**src/rtl/riscv_lsu_pkg.sv**
```systemverilog
// Shared types and helpers for the outstanding-capable load-store unit.
package riscv_lsu_pkg;

    // data_type encodings: 2'b1? is byte
    localparam logic [1:0] TYPE_WORD = 2'b00;
    localparam logic [1:0] TYPE_HALF = 2'b01;

    typedef enum logic [1:0] {
        PART_REGULAR = 2'd0,
        PART_FIRST   = 2'd1,
        PART_SECOND  = 2'd2
    } lsu_part_e;

    // Everything needed to turn a raw response back into a WB result
    typedef struct packed {
        logic [3:0] be;
        logic [1:0] shamt;
        logic [1:0] dtype;
        logic [1:0] sign_ext;
        logic       we;
        lsu_part_e  part;
    } lsu_meta_t;

    function automatic logic [3:0] base_be(input logic [1:0] dtype);
        if (dtype[1])      return 4'b0001;
        else if (dtype[0]) return 4'b0011;
        else               return 4'b1111;
    endfunction

    function automatic logic [31:0] be_to_mask(input logic [3:0] be);
        return {{8{be[3]}}, {8{be[2]}}, {8{be[1]}}, {8{be[0]}}};
    endfunction

    // sign_ext: 00 zero fill, 10 ones fill, otherwise replicate the MSB
    function automatic logic [31:0] extend(input logic [31:0] value,
                                           input logic [1:0]  dtype,
                                           input logic [1:0]  sign_ext);
        logic        fill;
        logic [31:0] res;
        if (sign_ext == 2'b00)      fill = 1'b0;
        else if (sign_ext == 2'b10) fill = 1'b1;
        else                        fill = dtype[1] ? value[7] : value[15];
        if (dtype[1])      res = {{24{fill}}, value[7:0]};
        else if (dtype[0]) res = {{16{fill}}, value[15:0]};
        else               res = value;
        return res;
    endfunction

endpackage

```
**src/rtl/riscv_lsu_outstanding_if.sv**
```systemverilog
// OBI-style data memory port between the LSU (master) and memory (slave).
interface riscv_lsu_outstanding_if;
    logic        req;
    logic        gnt;
    logic        rvalid;
    logic        err;
    logic [31:0] addr;
    logic        we;
    logic [3:0]  be;
    logic [31:0] wdata;
    logic [5:0]  atop;
    logic [31:0] rdata;

    modport master (
        output req, addr, we, be, wdata, atop,
        input  gnt, rvalid, err, rdata
    );

    modport slave (
        input  req, addr, we, be, wdata, atop,
        output gnt, rvalid, err, rdata
    );
endinterface

```
**src/rtl/riscv_lsu_meta_fifo.sv**
```systemverilog
// In-order metadata queue for granted requests; head is visible combinationally.
module riscv_lsu_meta_fifo
    import riscv_lsu_pkg::*;
#(
    parameter int DEPTH = 2
) (
    input  logic                         clk_i,
    input  logic                         rst_ni,
    input  logic                         push,
    input  logic                         pop,
    input  lsu_meta_t                    push_data,
    output lsu_meta_t                    head,
    output logic                         full,
    output logic                         empty,
    output logic [$clog2(DEPTH+1)-1:0]   count
);
    localparam int PTR_W = (DEPTH > 1) ? $clog2(DEPTH) : 1;
    localparam int CNT_W = $clog2(DEPTH + 1);

    lsu_meta_t        storage [DEPTH];
    logic [PTR_W-1:0] rptr;
    logic [PTR_W-1:0] wptr;

    function automatic logic [PTR_W-1:0] ptr_next(input logic [PTR_W-1:0] p);
        return (p == PTR_W'(DEPTH - 1)) ? '0 : p + 1'b1;
    endfunction

    // Entry storage needs no reset; validity is tracked by count
    always_ff @(posedge clk_i) begin
        if (push) storage[wptr] <= push_data;
    end

    // Pointers and occupancy; a push into a full queue is legal only with a pop
    always_ff @(posedge clk_i) begin
        if (!rst_ni) begin
            rptr  <= '0;
            wptr  <= '0;
            count <= '0;
        end else begin
            if (push) wptr <= ptr_next(wptr);
            if (pop)  rptr <= ptr_next(rptr);
            case ({push, pop})
                2'b10:   count <= count + 1'b1;
                2'b01:   count <= count - 1'b1;
                default: count <= count;
            endcase
        end
    end

    assign head  = storage[rptr];
    assign full  = (count == CNT_W'(DEPTH));
    assign empty = (count == '0);

endmodule

```
**src/rtl/riscv_lsu_outstanding.sv**
```systemverilog
// Load-store unit with up to NUM_OUTSTANDING granted requests in flight.
// Optional stack-bounds check enabled by defining RISCV_LSU_STACK_CHECK_EN.
module riscv_lsu_outstanding
    import riscv_lsu_pkg::*;
#(
    parameter int NUM_OUTSTANDING = 2
) (
    input  logic        clk_i,
    input  logic        rst_ni,
    riscv_lsu_outstanding_if.master data_bus,

    input  logic        data_req_ex_i,
    input  logic        data_we_ex_i,
    input  logic [1:0]  data_type_ex_i,
    input  logic [1:0]  data_sign_ext_ex_i,
    input  logic [31:0] data_wdata_ex_i,
    input  logic [5:0]  data_atop_ex_i,
    input  logic [31:0] operand_a_ex_i,
    input  logic [31:0] operand_b_ex_i,
    input  logic        addr_useincr_ex_i,
    input  logic        data_misaligned_ex_i,
    output logic        data_misaligned_o,
    output logic        lsu_ready_ex_o,

    output logic        data_rvalid_o,
    output logic [31:0] data_rdata_o,
    output logic        data_err_o,
    output logic        data_we_wb_o,

    input  logic        stack_access_i,
    input  logic [31:0] stack_base_i,
    input  logic [31:0] stack_limit_i,
    output logic        stack_fault_o,

    output logic        busy_o
);
    localparam int CNT_W = $clog2(NUM_OUTSTANDING + 1);

    logic [31:0] addr_sum;
    logic [1:0]  shamt;
    logic [31:0] data_addr;
    logic [7:0]  wide_be;
    logic [63:0] wdata_dbl;
    logic        split_needed;
    logic        misaligned;
    logic        stack_fault;
    logic        data_req;
    logic        push;
    logic        pop;
    lsu_meta_t   push_meta;
    lsu_meta_t   head;
    logic        fifo_full;
    logic        fifo_empty;
    logic [CNT_W-1:0] fifo_count;

    logic [31:0] rdata_masked;
    logic [31:0] rdata_aligned;
    logic [31:0] rdata_joined;
    logic [31:0] partial;
    logic        err_latch;

    // ---------------- request side ----------------
    assign addr_sum  = operand_a_ex_i + (addr_useincr_ex_i ? operand_b_ex_i : 32'd0);
    assign shamt     = addr_sum[1:0];
    // Second half of a split goes to the word boundary but keeps the original offset
    assign data_addr = data_misaligned_ex_i ? {addr_sum[31:2], 2'b00} : addr_sum;
    assign wide_be   = {4'b0000, base_be(data_type_ex_i)} << shamt;
    assign wdata_dbl = {data_wdata_ex_i, data_wdata_ex_i} << {shamt, 3'b000};

    assign split_needed = ((data_type_ex_i == TYPE_WORD) && (shamt != 2'd0)) ||
                          ((data_type_ex_i == TYPE_HALF) && (shamt == 2'd3));
    assign misaligned   = data_req_ex_i & ~data_misaligned_ex_i & split_needed;

`ifdef RISCV_LSU_STACK_CHECK_EN
    // Legal stack window is (limit, base]
    assign stack_fault = rst_ni & data_req_ex_i & stack_access_i &
                         ~((data_addr > stack_limit_i) && (data_addr <= stack_base_i));
`else
    logic unused_stack;
    assign unused_stack = ^{stack_access_i, stack_base_i, stack_limit_i};
    assign stack_fault  = 1'b0;
`endif

    // A same-cycle response frees a slot, so a full queue can still issue
    assign data_req = rst_ni & data_req_ex_i & ~stack_fault & (~fifo_full | data_bus.rvalid);
    assign push     = data_req & data_bus.gnt;
    assign pop      = rst_ni & data_bus.rvalid & ~fifo_empty;

    assign push_meta.be       = data_misaligned_ex_i ? wide_be[7:4] : wide_be[3:0];
    assign push_meta.shamt    = shamt;
    assign push_meta.dtype    = data_type_ex_i;
    assign push_meta.sign_ext = data_sign_ext_ex_i;
    assign push_meta.we       = data_we_ex_i;
    assign push_meta.part     = data_misaligned_ex_i ? PART_SECOND :
                                misaligned           ? PART_FIRST  : PART_REGULAR;

    riscv_lsu_meta_fifo #(
        .DEPTH (NUM_OUTSTANDING)
    ) u_meta_fifo (
        .clk_i     (clk_i),
        .rst_ni    (rst_ni),
        .push      (push),
        .pop       (pop),
        .push_data (push_meta),
        .head      (head),
        .full      (fifo_full),
        .empty     (fifo_empty),
        .count     (fifo_count)
    );

    assign data_bus.req   = data_req;
    assign data_bus.addr  = data_addr;
    assign data_bus.we    = data_we_ex_i;
    assign data_bus.be    = push_meta.be;
    assign data_bus.wdata = wdata_dbl[63:32];
    assign data_bus.atop  = data_atop_ex_i;

    assign data_misaligned_o = misaligned;
    assign lsu_ready_ex_o    = ~rst_ni | ~data_req_ex_i | push | stack_fault;
    assign stack_fault_o     = stack_fault;
    assign busy_o            = rst_ni & ((fifo_count != '0) | data_req);

    // ---------------- response side ----------------
    assign rdata_masked  = data_bus.rdata & be_to_mask(head.be);
    assign rdata_aligned = rdata_masked >> {head.shamt, 3'b000};
    // Upper bytes of a split come from the second word's low lanes
    assign rdata_joined  = (rdata_masked << (6'd32 - {1'b0, head.shamt, 3'b000})) | partial;

    // Build the WB result for the final part of each access
    always_comb begin
        data_rvalid_o = 1'b0;
        data_rdata_o  = 32'd0;
        data_err_o    = 1'b0;
        data_we_wb_o  = 1'b0;
        if (pop) begin
            case (head.part)
                PART_REGULAR: begin
                    data_rvalid_o = 1'b1;
                    data_err_o    = data_bus.err;
                    data_we_wb_o  = head.we;
                    data_rdata_o  = head.we ? 32'd0 :
                                    extend(rdata_aligned, head.dtype, head.sign_ext);
                end
                PART_SECOND: begin
                    data_rvalid_o = 1'b1;
                    data_err_o    = err_latch | data_bus.err;
                    data_we_wb_o  = head.we;
                    data_rdata_o  = head.we ? 32'd0 :
                                    extend(rdata_joined, head.dtype, head.sign_ext);
                end
                default: ;
            endcase
        end
    end

    // Hold the low bytes and error of a split until its second response
    always_ff @(posedge clk_i) begin
        if (!rst_ni) begin
            partial   <= 32'd0;
            err_latch <= 1'b0;
        end else if (pop && (head.part == PART_FIRST)) begin
            partial   <= rdata_aligned;
            err_latch <= data_bus.err;
        end
    end

    // A response with nothing in flight means the memory side is out of sync
    assert property (@(posedge clk_i) disable iff (!rst_ni) data_bus.rvalid |-> !fifo_empty);

endmodule

```
**src/flat_wrapper.sv**
```systemverilog
// flat-port wrapper written by rule: the top's interface ports become plain ports
module riscv_lsu_outstanding_flat import riscv_lsu_pkg::*;
#(
    parameter int NUM_OUTSTANDING = 2
)
  (clk_i, rst_ni, data_req_ex_i, data_we_ex_i, data_type_ex_i, data_sign_ext_ex_i, data_wdata_ex_i, data_atop_ex_i, operand_a_ex_i, operand_b_ex_i, addr_useincr_ex_i, data_misaligned_ex_i, data_misaligned_o, lsu_ready_ex_o, data_rvalid_o, data_rdata_o, data_err_o, data_we_wb_o, stack_access_i, stack_base_i, stack_limit_i, stack_fault_o, busy_o, data_bus_req, data_bus_addr, data_bus_we, data_bus_be, data_bus_wdata, data_bus_atop, data_bus_gnt, data_bus_rvalid, data_bus_err, data_bus_rdata);
  riscv_lsu_outstanding_if data_bus_i ();
  input  logic clk_i;
  input  logic rst_ni;
  input  logic data_req_ex_i;
  input  logic data_we_ex_i;
  input  logic [1:0] data_type_ex_i;
  input  logic [1:0] data_sign_ext_ex_i;
  input  logic [31:0] data_wdata_ex_i;
  input  logic [5:0] data_atop_ex_i;
  input  logic [31:0] operand_a_ex_i;
  input  logic [31:0] operand_b_ex_i;
  input  logic addr_useincr_ex_i;
  input  logic data_misaligned_ex_i;
  output logic data_misaligned_o;
  output logic lsu_ready_ex_o;
  output logic data_rvalid_o;
  output logic [31:0] data_rdata_o;
  output logic data_err_o;
  output logic data_we_wb_o;
  input  logic stack_access_i;
  input  logic [31:0] stack_base_i;
  input  logic [31:0] stack_limit_i;
  output logic stack_fault_o;
  output logic busy_o;
  output wire logic [$bits(data_bus_i.req)-1:0] data_bus_req;
  output wire logic [$bits(data_bus_i.addr)-1:0] data_bus_addr;
  output wire logic [$bits(data_bus_i.we)-1:0] data_bus_we;
  output wire logic [$bits(data_bus_i.be)-1:0] data_bus_be;
  output wire logic [$bits(data_bus_i.wdata)-1:0] data_bus_wdata;
  output wire logic [$bits(data_bus_i.atop)-1:0] data_bus_atop;
  input wire logic [$bits(data_bus_i.gnt)-1:0] data_bus_gnt;
  input wire logic [$bits(data_bus_i.rvalid)-1:0] data_bus_rvalid;
  input wire logic [$bits(data_bus_i.err)-1:0] data_bus_err;
  input wire logic [$bits(data_bus_i.rdata)-1:0] data_bus_rdata;
  assign data_bus_req = data_bus_i.req;
  assign data_bus_addr = data_bus_i.addr;
  assign data_bus_we = data_bus_i.we;
  assign data_bus_be = data_bus_i.be;
  assign data_bus_wdata = data_bus_i.wdata;
  assign data_bus_atop = data_bus_i.atop;
  assign data_bus_i.gnt = data_bus_gnt;
  assign data_bus_i.rvalid = data_bus_rvalid;
  assign data_bus_i.err = data_bus_err;
  assign data_bus_i.rdata = data_bus_rdata;
  riscv_lsu_outstanding #(.NUM_OUTSTANDING(NUM_OUTSTANDING)) u_core (.clk_i(clk_i), .rst_ni(rst_ni), .data_bus(data_bus_i), .data_req_ex_i(data_req_ex_i), .data_we_ex_i(data_we_ex_i), .data_type_ex_i(data_type_ex_i), .data_sign_ext_ex_i(data_sign_ext_ex_i), .data_wdata_ex_i(data_wdata_ex_i), .data_atop_ex_i(data_atop_ex_i), .operand_a_ex_i(operand_a_ex_i), .operand_b_ex_i(operand_b_ex_i), .addr_useincr_ex_i(addr_useincr_ex_i), .data_misaligned_ex_i(data_misaligned_ex_i), .data_misaligned_o(data_misaligned_o), .lsu_ready_ex_o(lsu_ready_ex_o), .data_rvalid_o(data_rvalid_o), .data_rdata_o(data_rdata_o), .data_err_o(data_err_o), .data_we_wb_o(data_we_wb_o), .stack_access_i(stack_access_i), .stack_base_i(stack_base_i), .stack_limit_i(stack_limit_i), .stack_fault_o(stack_fault_o), .busy_o(busy_o));
endmodule
```
**config.mk**
```make
export PLATFORM = sky130hd
export DESIGN_NAME = riscv_lsu_outstanding_flat
export DESIGN_NICKNAME = d
export VERILOG_FILES = /design/src/rtl/riscv_lsu_pkg.sv /design/src/rtl/riscv_lsu_outstanding_if.sv /design/src/rtl/riscv_lsu_meta_fifo.sv /design/src/rtl/riscv_lsu_outstanding.sv /design/src/flat_wrapper.sv
export SDC_FILE = /design/constraint.sdc
export NUM_CORES = 1
export LEC_CHECK = 0
export BUFFER_PORTS_ARGS = -buffer_cell sky130_fd_sc_hd__clkbuf_2
export CORE_MARGIN = 5
export CORE_UTILIZATION = 30
export CTS_BUF_LIST = sky130_fd_sc_hd__clkbuf_8
export CTS_CLUSTER_SIZE = 30
export DETAILED_ROUTE_END_ITERATION = 12
export GPL_ROUTABILITY_DRIVEN = 0
export PLACE_DENSITY = 0.62
export SLEW_MARGIN = 25
export SYNTH_ARGS = -nofsm -noshare
export SYNTH_HDL_FRONTEND = slang
export SYNTH_HIERARCHICAL = 1
export SYNTH_SLANG_ARGS = --single-unit
```
**constraint.sdc**
```tcl
create_clock -name clk_i -period 5.35 [get_ports clk_i]
set_input_delay 1.07 -clock clk_i [delete_from_list [all_inputs] [get_ports clk_i]]
set_output_delay 1.07 -clock clk_i [all_outputs]
set_load 0.02 [all_outputs]
```
==> results of run 1 <==
[logic make-up after synthesis]
kind of cell / synth area share [%]
other: 0.0515
multiplexers: 13.5
AND/OR/NAND/NOR: 24.4
XOR/XNOR: 3.61
AO/OA/AOI/OAI: 22.8
adder cells (fa/ha/maj): 5.95
buffers and inverters: 8.54
flip-flops: 21.2
[routing by layer]
layer,wire length [µm],track usage [%],vias up
met2,11300,28.0,384
met3,2080,4.09,50
met5,20,0,-
li1,-,-,3682
met4,642,5.16,2
met1,10500,22.4,3518
[worst min-delay path by stage]
stage	end	slack [ns]	depth (start not counted)
4_1_cts	u_core/partial[4]$_SDFFE_PN0P_	0.47	2
3_5_place_dp	u_core/partial[4]$_SDFFE_PN0P_	0.46	2
5_1_grt	u_core/partial[1]$_SDFFE_PN0P_	0.49	2
6_report	u_core/partial[4]$_SDFFE_PN0P_	0.47	2
3_3_place_gp	u_core/partial[2]$_SDFFE_PN0P_	0.45	2
2_1_floorplan	u_core/partial[3]$_SDFFE_PN0P_	0.44	2
[layout make-up]
| class | instances | area [µm²] |
|---|---|---|
| timing repair buffer | 270 | 1410 |
| clock buffer | 9 | 124 |
| inverter | 16 | 60.1 |
| fill | 2591 | 15400 |
| tap | 324 | 405 |
| sequential | 64 | 1540 |
| multi-input combinational | 739 | 5120 |
| clock inverter | 7 | 80.1 |
[power groups by stage]
stage	clock [mW]	combinational [mW]	sequential, mW
final	0.433	0.826	0.520
after global placement	0	0.817	0.531
after detailed placement	0	0.819	0.531
after global routing	0.467	0.895	0.520
after CTS	0.447	0.824	0.520
after floorplan	0	0.623	0.529
[through the flow]
step / hold WS, ns / util (%) / area, µm²
floorplan: 0.443 / - / 7280
global placement: 0.450 / 35.4 / 8540
detailed placement: 0.459 / 35.4 / 8540
CTS: 0.469 / 36.3 / 8740
global route: 0.489 / 36.3 / 8740
finish: 0.465 / 36.3 / 8740
[registers in the layout, indices dropped and copies added, names as in the netlist, named ones only]
signal,cells
u_core/u_meta_fifo/wptr,1
u_core/partial,32
u_core/u_meta_fifo/rptr,1
u_core/u_meta_fifo/storage,26
u_core/u_meta_fifo/count,2
u_core/err_latch,1
[critical path, delay by kind of cell]
family / cells / cell delay (ns)
compound gates: 5 / 1.32
xor+xnor: 1 / 0.27
fa+ha+maj: 1 / 0.39
buf+inv: 3 / 0.56
simple gates: 2 / 0.31
[cells in the final DEF, fill, tap and decap left out, types with 8 or more instances in the layout]
cell / synthesis / layout
o22ai_1: 9 / 9
o21a_1: 11 / 11
inv_1: 16 / 16
nor2b_1: 18 / 18
and2_1: 57 / 57
xnor2_1: 17 / 17
a211oi_1: 10 / 10
o21ai_0: 50 / 50
a21o_1: 13 / 13
xor2_1: 13 / 13
nand2_1: 119 / 119
clkbuf_2: 0 / 248
a21boi_0: 10 / 10
mux4_2: 32 / 32
edfxtp_1: 26 / 26
buf_4: 43 / 22
o22ai_2: 9 / 9
and3_1: 18 / 18
dfxtp_1: 38 / 38
clkbuf_8: 0 / 9
nor3_1: 39 / 39
mux2i_1: 9 / 9
a21oi_1: 78 / 78
a221oi_1: 8 / 8
ha_1: 33 / 32
mux2_2: 15 / 15
nor2_1: 63 / 62
nand3_1: 23 / 23
==> results.tsv, run 1 <==
metric	value	unit
Tmin final	4.98	ns
yosys warns	6	
RSZ-0062 raised after global routing	no	
Post-CTS Setup Bufs	0	
top post-synthesis cells by count	119 x nand2_1, 78 x a21oi_1, 63 x nor2_1	
f_max	201	MHz
drt drc	0	
Critical Path RT	4.28	ns
sequential-to-total area share from yosys stat	21.2	%
crit path capture type	output port	
Syn Inst Count	919	
Via-to-Cell Ratio	5.34	
clock slew at reported path FFs	0.07	ns
R2R Path End	u_core/partial[2]$_SDFFE_PN0P_	
CTS Sinks	64	
max-slew violation count	0	
GRT Util Overall	17.1	%
Num CTS Buffers	9	
peak supply drop	0.0998	mV
Root Driver	clkbuf_8	
first-pass GRT wire length	39400	µm
setup_tns	0	ns
# placed instances	1413	
Setup CP Type	input port to output port	
DP HPWL	19400	µm
dpl ws	0.434	ns
TritonCTS clock tree	yes	
CP Max Fanout	31	
# rows	57	
Critical Path Source	addr_useincr_ex_i	
area leader, netlist	edfxtp_1	
library cells used by synthesis	73	
DR vias	7636	
GRT overflow	0	
asr flop ratio synth	0	%
Starting Density	30.2	%
predominant post-synthesis flop cell	dfxtp_1	
Die Y	166	µm
Clk Latency, worst-skew pair	0.36	ns
final worst-path cycle share	93.0	%
fin cells	1429	
Comb power frac	46.5	%
Final WS setup	0.373	ns
Hold Crit Start	u_core/partial[4]$_SDFFE_PN0P_	
Antenna Diode Count	0	
worst min path class	register to register	
most common cell in the netlist	nand2_1	
status	completed	
vias in the first global route	7671	
CP arrival	3.91	ns
Power, Total	1.78	mW
Resized cells post-CTS	0	
EDFF count, synth	26	
top cell type's share of synthesized area	10.7	%
power share of the sequential group	29.2	%
Die ar.	0.0275	mm²
initial antenna violation count	1	
largest cells by area after synthesis	edfxtp_1 11%, dfxtp_1 10%, mux4_2 9.9%	
H-tree levels	3	
register-to-register setup slack	3.07	ns
most used cell, CP	clkbuf_2	
router iterations before antenna repair	5	
final hold vios	0	
Core Region	0.0241	mm²
Setup-failing EPs final	0	
Syn Std Cell Area	0.00728	mm²
PD cells	203	mW/mm²
final WL	24600	µm
I/O Pins	327	
Syn Nets	1165	
max incr delay on CP	0.40	ns
Int Pwr	1.06	mW
ANT nets after route	0	
P_sw	718	µW
syn avg cell area	7.92	µm²
CP Launch Type	input port	
Routed wire per std cell	17.2	µm
worst reg-to-reg path cell count	9	
Yosys reg bits	64	
largest net degree at the start of global routing	57	
CP cell instances	clkbuf_2 > buf_4 > nand2_1 > fa_2 > nor2b_1 > o2111ai_1 > a21oi_1 > o21ba_2 > o21ai_1 > o41ai_1 > xor2_1 > clkbuf_2	
Post-Route Skew	0.00637	ns
Leak	3.83	nW
Iteration-0 DRC Markers	593	
area grow syn2layout	20.1	%
CP max-delay cell	o41ai_1	
nets	1346	
Max-Cap Viols	0	
worst-margin pin slew	0.772	ns
Clk pwr share	24.3	%
Max Buffers Root-to-Sink	2	
sw frac	40.3	%
Post-CTS Hold Buffers	0	
Chip Width	166	µm
I/O Buffers	248	
Worst slew margin	48.5	%
layout cells sized above 1	32.0	%
CP endpoint	data_bus_addr[22]	
(Power assumes the default switching activity.)
==> run 2: changes to the inputs <==
--- a/config.mk
+++ b/config.mk
@@ -16,5 +16,4 @@
 export SLEW_MARGIN = 25
 export SYNTH_ARGS = -nofsm -noshare
 export SYNTH_HDL_FRONTEND = slang
-export SYNTH_HIERARCHICAL = 1
 export SYNTH_SLANG_ARGS = --single-unit
==> run 2 against run 1 <==
Effect of this change: combinational power up 5.7%; wire length up 3.7%; clock power up 14%; critical path depth up 1; sequential power up 1%; sequential cell count unchanged; register-to-register slack worse by 0.37 ns; via count up 2.6%; clock skew up 0.0098 ns; critical path type unchanged; largest cell class unchanged; largest power group unchanged.
==> results.tsv, run 2 <==
metric	value	unit	change
Root Driver	clkbuf_8		unchanged
DP HPWL	20200	µm	was 19400 µm
final hold vios	0		unchanged
Syn Inst Count	905		was 919
Post-Route Skew	0.0161	ns	was 0.00637 ns
most common cell in the netlist	a21oi_1		was nand2_1
syn avg cell area	8.04	µm²	was 7.92 µm²
clock slew at reported path FFs	0.08	ns	was 0.07 ns
Die ar.	0.0275	mm²	about the same
Max Buffers Root-to-Sink	2		unchanged
worst min path class	register to register		unchanged
Tmin final	5.11	ns	was 4.98 ns
peak supply drop	0.0975	mV	was 0.0998 mV
EDFF count, synth	26		unchanged
router iterations before antenna repair	5		unchanged
Starting Density	30.2	%	about the same
max FFs per register	32		unchanged
dpl ws	0.167	ns	was 0.434 ns
largest net degree at the start of global routing	40		was 57
I/O Pins	327		unchanged
Hold Path Sink	u_core.partial[8]$_SDFFE_PN0P_		was u_core/partial[4]$_SDFFE_PN0P_
Chip Width	166	µm	about the same
Max-Cap Viols	0		unchanged
nets	1326		was 1346
Syn Nets	1151		was 1165
largest family of logic cells by synthesized area	compound AO/OA/AOI/OAI gates		was simple AND/OR/NAND/NOR gates
Final WS setup	0.239	ns	was 0.373 ns
# fillers	2545		was 2591
ANT nets after route	0		unchanged
GRT Util Overall	17.3	%	was 17.1%
setup_tns	0	ns	unchanged
Critical Path RT	4.28	ns	about the same
area leader, netlist	edfxtp_1		unchanged
Worst slew margin	28.7	%	was 48.5%
Core Region	0.0241	mm²	unchanged
first-pass GRT wire length	40200	µm	was 39400 µm
Post-Route M1 WL	10800	µm	was 10500 µm
Iteration-0 DRC Markers	623		was 593
CP cell instances	clkbuf_2 > and2_1 > ha_2 > inv_1 > fa_2 > nor2b_1 > o211ai_1 > a2111oi_1 > a211oi_2 > a2111o_1 > and2_1 > a211oi_1 > clkbuf_2		was clkbuf_2 > buf_4 > nand2_1 > fa_2 > nor2b_1 > o2111ai_1 > a21oi_1 > o21ba_2 > o21ai_1 > o41ai_1 > xor2_1 > clkbuf_2
R2R Path End	u_core.partial[5]$_SDFFE_PN0P_		was u_core/partial[2]$_SDFFE_PN0P_
worst-margin pin slew	1.07	ns	was 0.772 ns
Die Y	166	µm	about the same
Clk Latency, worst-skew pair	0.38	ns	was 0.36 ns
sequential-to-total area share from yosys stat	21.2	%	about the same
multiplexer share of the synthesized area	11.7	%	was 13.5%
Setup CP Type	input port to output port		unchanged
worst reg-to-reg path cell count	8		was 9
Final Util	36.2	%	was 36.3%
Antenna Diode Count	0		unchanged
max incr delay on CP	0.51	ns	was 0.40 ns
max-slew violation count	0		unchanged
register-to-register setup slack	2.70	ns	was 3.07 ns
top cell type's share of synthesized area	10.7	%	about the same
library cells used by synthesis	83		was 73
yosys warns	0		was 6
initial antenna violation count	1		unchanged
I/O Buffers	248		unchanged
TritonCTS clock tree	yes		unchanged
CP arrival	4.04	ns	was 3.91 ns
GRT overflow	0		unchanged
top post-synthesis cells by count	100 x a21oi_1, 92 x nor2_1, 85 x nand2_1		was 119 x nand2_1, 78 x a21oi_1, 63 x nor2_1
xor/xnor share of the synthesized area	3.01	%	was 3.61%
Hold Crit Start	u_core.partial[8]$_SDFFE_PN0P_		was u_core/partial[4]$_SDFFE_PN0P_
fin cells	1409		was 1429
largest cells by area after synthesis	edfxtp_1 11%, dfxtp_1 10%, mux4_2 9.9%		unchanged
CP max-delay cell	a2111oi_1		was o41ai_1
Num CTS Buffers	9		unchanged
final worst-path cycle share	95.5	%	was 93.0%
Yosys reg bits	64		unchanged
CP Max Fanout	3		was 31
predominant post-synthesis flop cell	dfxtp_1		unchanged
Setup-failing EPs final	0		unchanged
# placed instances	1393		was 1413
Post-CTS Hold Buffers	0		unchanged
RSZ-0062 raised after global routing	no		unchanged
Post-DP Area	0.00849	mm²	was 0.00854 mm²
f_max	196	MHz	was 201 MHz
PD cells	217	mW/mm²	was 203 mW/mm²
Post-Synth Simple-Gate Area	20.2	%	was 24.4%
commonest non-fill, non-tap cells in the layout	248 x clkbuf_2, 100 x a21oi_1, 91 x nor2_1		was 248 x clkbuf_2, 119 x nand2_1, 78 x a21oi_1
Reg with most FFs	u_core.partial		was u_core/partial
crit path capture type	output port		unchanged
Via-to-Cell Ratio	5.56		was 5.34
H-tree levels	3		unchanged
DR vias	7833		was 7636
asr flop ratio synth	0	%	unchanged
area grow syn2layout	19.8	%	was 20.1%
layout cells sized above 1	31.9	%	was 32.0%
CTS Sinks	64		unchanged
post-synthesis compound-gate area fraction	28.7	%	was 22.8%
Synth Area in Adders	5.95	%	about the same
drt drc	0		unchanged
vias in the first global route	7497		was 7671
DR WL met2	12300	µm	was 11300 µm
CP Launch Type	input port		unchanged
Hold Crit Depth	2		unchanged
met3 wire length	2000	µm	was 2080 µm
status	completed		unchanged
# rows	57		unchanged
Final Cell Area	0.00872	mm²	was 0.00874 mm²
biggest regs	u_core.partial x32, u_core.u_meta_fifo.storage x26, u_core.u_meta_fifo.count x2		was u_core/partial x32, u_core/u_meta_fifo/storage x26, u_core/u_meta_fifo/count x2
Leak	3.59	nW	was 3.83 nW
final WL	25500	µm	was 24600 µm
Syn Std Cell Area	0.00728	mm²	about the same
top sig layer	met5		unchanged
commonest non-fill, non-tap cell in the layout	clkbuf_2		unchanged
Routed wire per std cell	18.1	µm	was 17.2 µm
run 2: cell types whose count changed after synthesis, moves of 20 or more:
cell,change
a21oi_1,+22
a221oi_1,+20
and2_1,-21
nand2_1,-34
nor2_1,+29
o21ai_0,-24
run 2: area by class of cell:
cell class | count | area (µm²) | share of cell area, %
flip-flops and latches | 64 | 1540 | 17.7
clock inverters | 7 | 103 | 1.18
repair buffers | 266 | 1390 | 15.9
well taps | 324 | 405 | 4.65
clock buffers | 9 | 124 | 1.42
multi-input cells | 717 | 5070 | 58.2
inverters | 22 | 82.6 | 0.947
run 2: logic make-up (layout without fill, tap and decap cells):
| kind of cell | Yosys count | count (layout) |
|---|---|---|
| multiplexers | 44 | 44 |
| adder cells (fa/ha/maj) | 34 | 34 |
| AND/OR/NAND/NOR | 310 | 310 |
| AO/OA/AOI/OAI | 303 | 303 |
| XOR/XNOR | 25 | 25 |
| other | 1 | 1 |
| buffers and inverters | 124 | 304 |
| flip-flops | 64 | 64 |
run 2: layer usage:
layer	GRT usage, %	up-vias
met5	0	-
met4	3.87	2
met3	4.43	33
met2	29.8	338
met1	22.0	3699
li1	-	3761
run 2: worst max-delay path by stage:
stage,start,to
6_report,addr_useincr_ex_i,data_bus_addr[24]
5_1_grt,addr_useincr_ex_i,data_bus_addr[24]
4_1_cts,addr_useincr_ex_i,data_bus_addr[24]
3_5_place_dp,addr_useincr_ex_i,data_bus_addr[24]
3_3_place_gp,addr_useincr_ex_i,data_bus_addr[24]
2_1_floorplan,addr_useincr_ex_i,data_bus_addr[29]
run 2: worst max-delay path: cells and delay by family:
| family | cells | cell delay [ns] |
|---|---|---|
| AOI/OAI and AO/OA | 5 | 1.52 |
| adders and majority gates | 2 | 0.57 |
| and+or+nand+nor | 3 | 0.46 |
| buffers and inverters | 3 | 0.42 |
run 2: what timing repair did:
item                       CTS  global route
setup endpoints to repair    0             1
gates resized for setup      0             1
setup buffers                0             0
run 2: per-stage QoR:
step / hold slack (ns) / power (mW)
after floorplan: 0.436 / 1.20
final: 0.458 / 1.89
after global placement: 0.443 / 1.40
after CTS: 0.459 / 1.90
after global routing: 0.481 / 1.99
after detailed placement: 0.448 / 1.40
run 2: power breakdown:
group / switching (mW) / total [mW] / internal (mW)
Combinational: 0.532 / 0.873 / 0.342
Clock: 0.226 / 0.494 / 0.267
Sequential: 0.00846 / 0.526 / 0.518
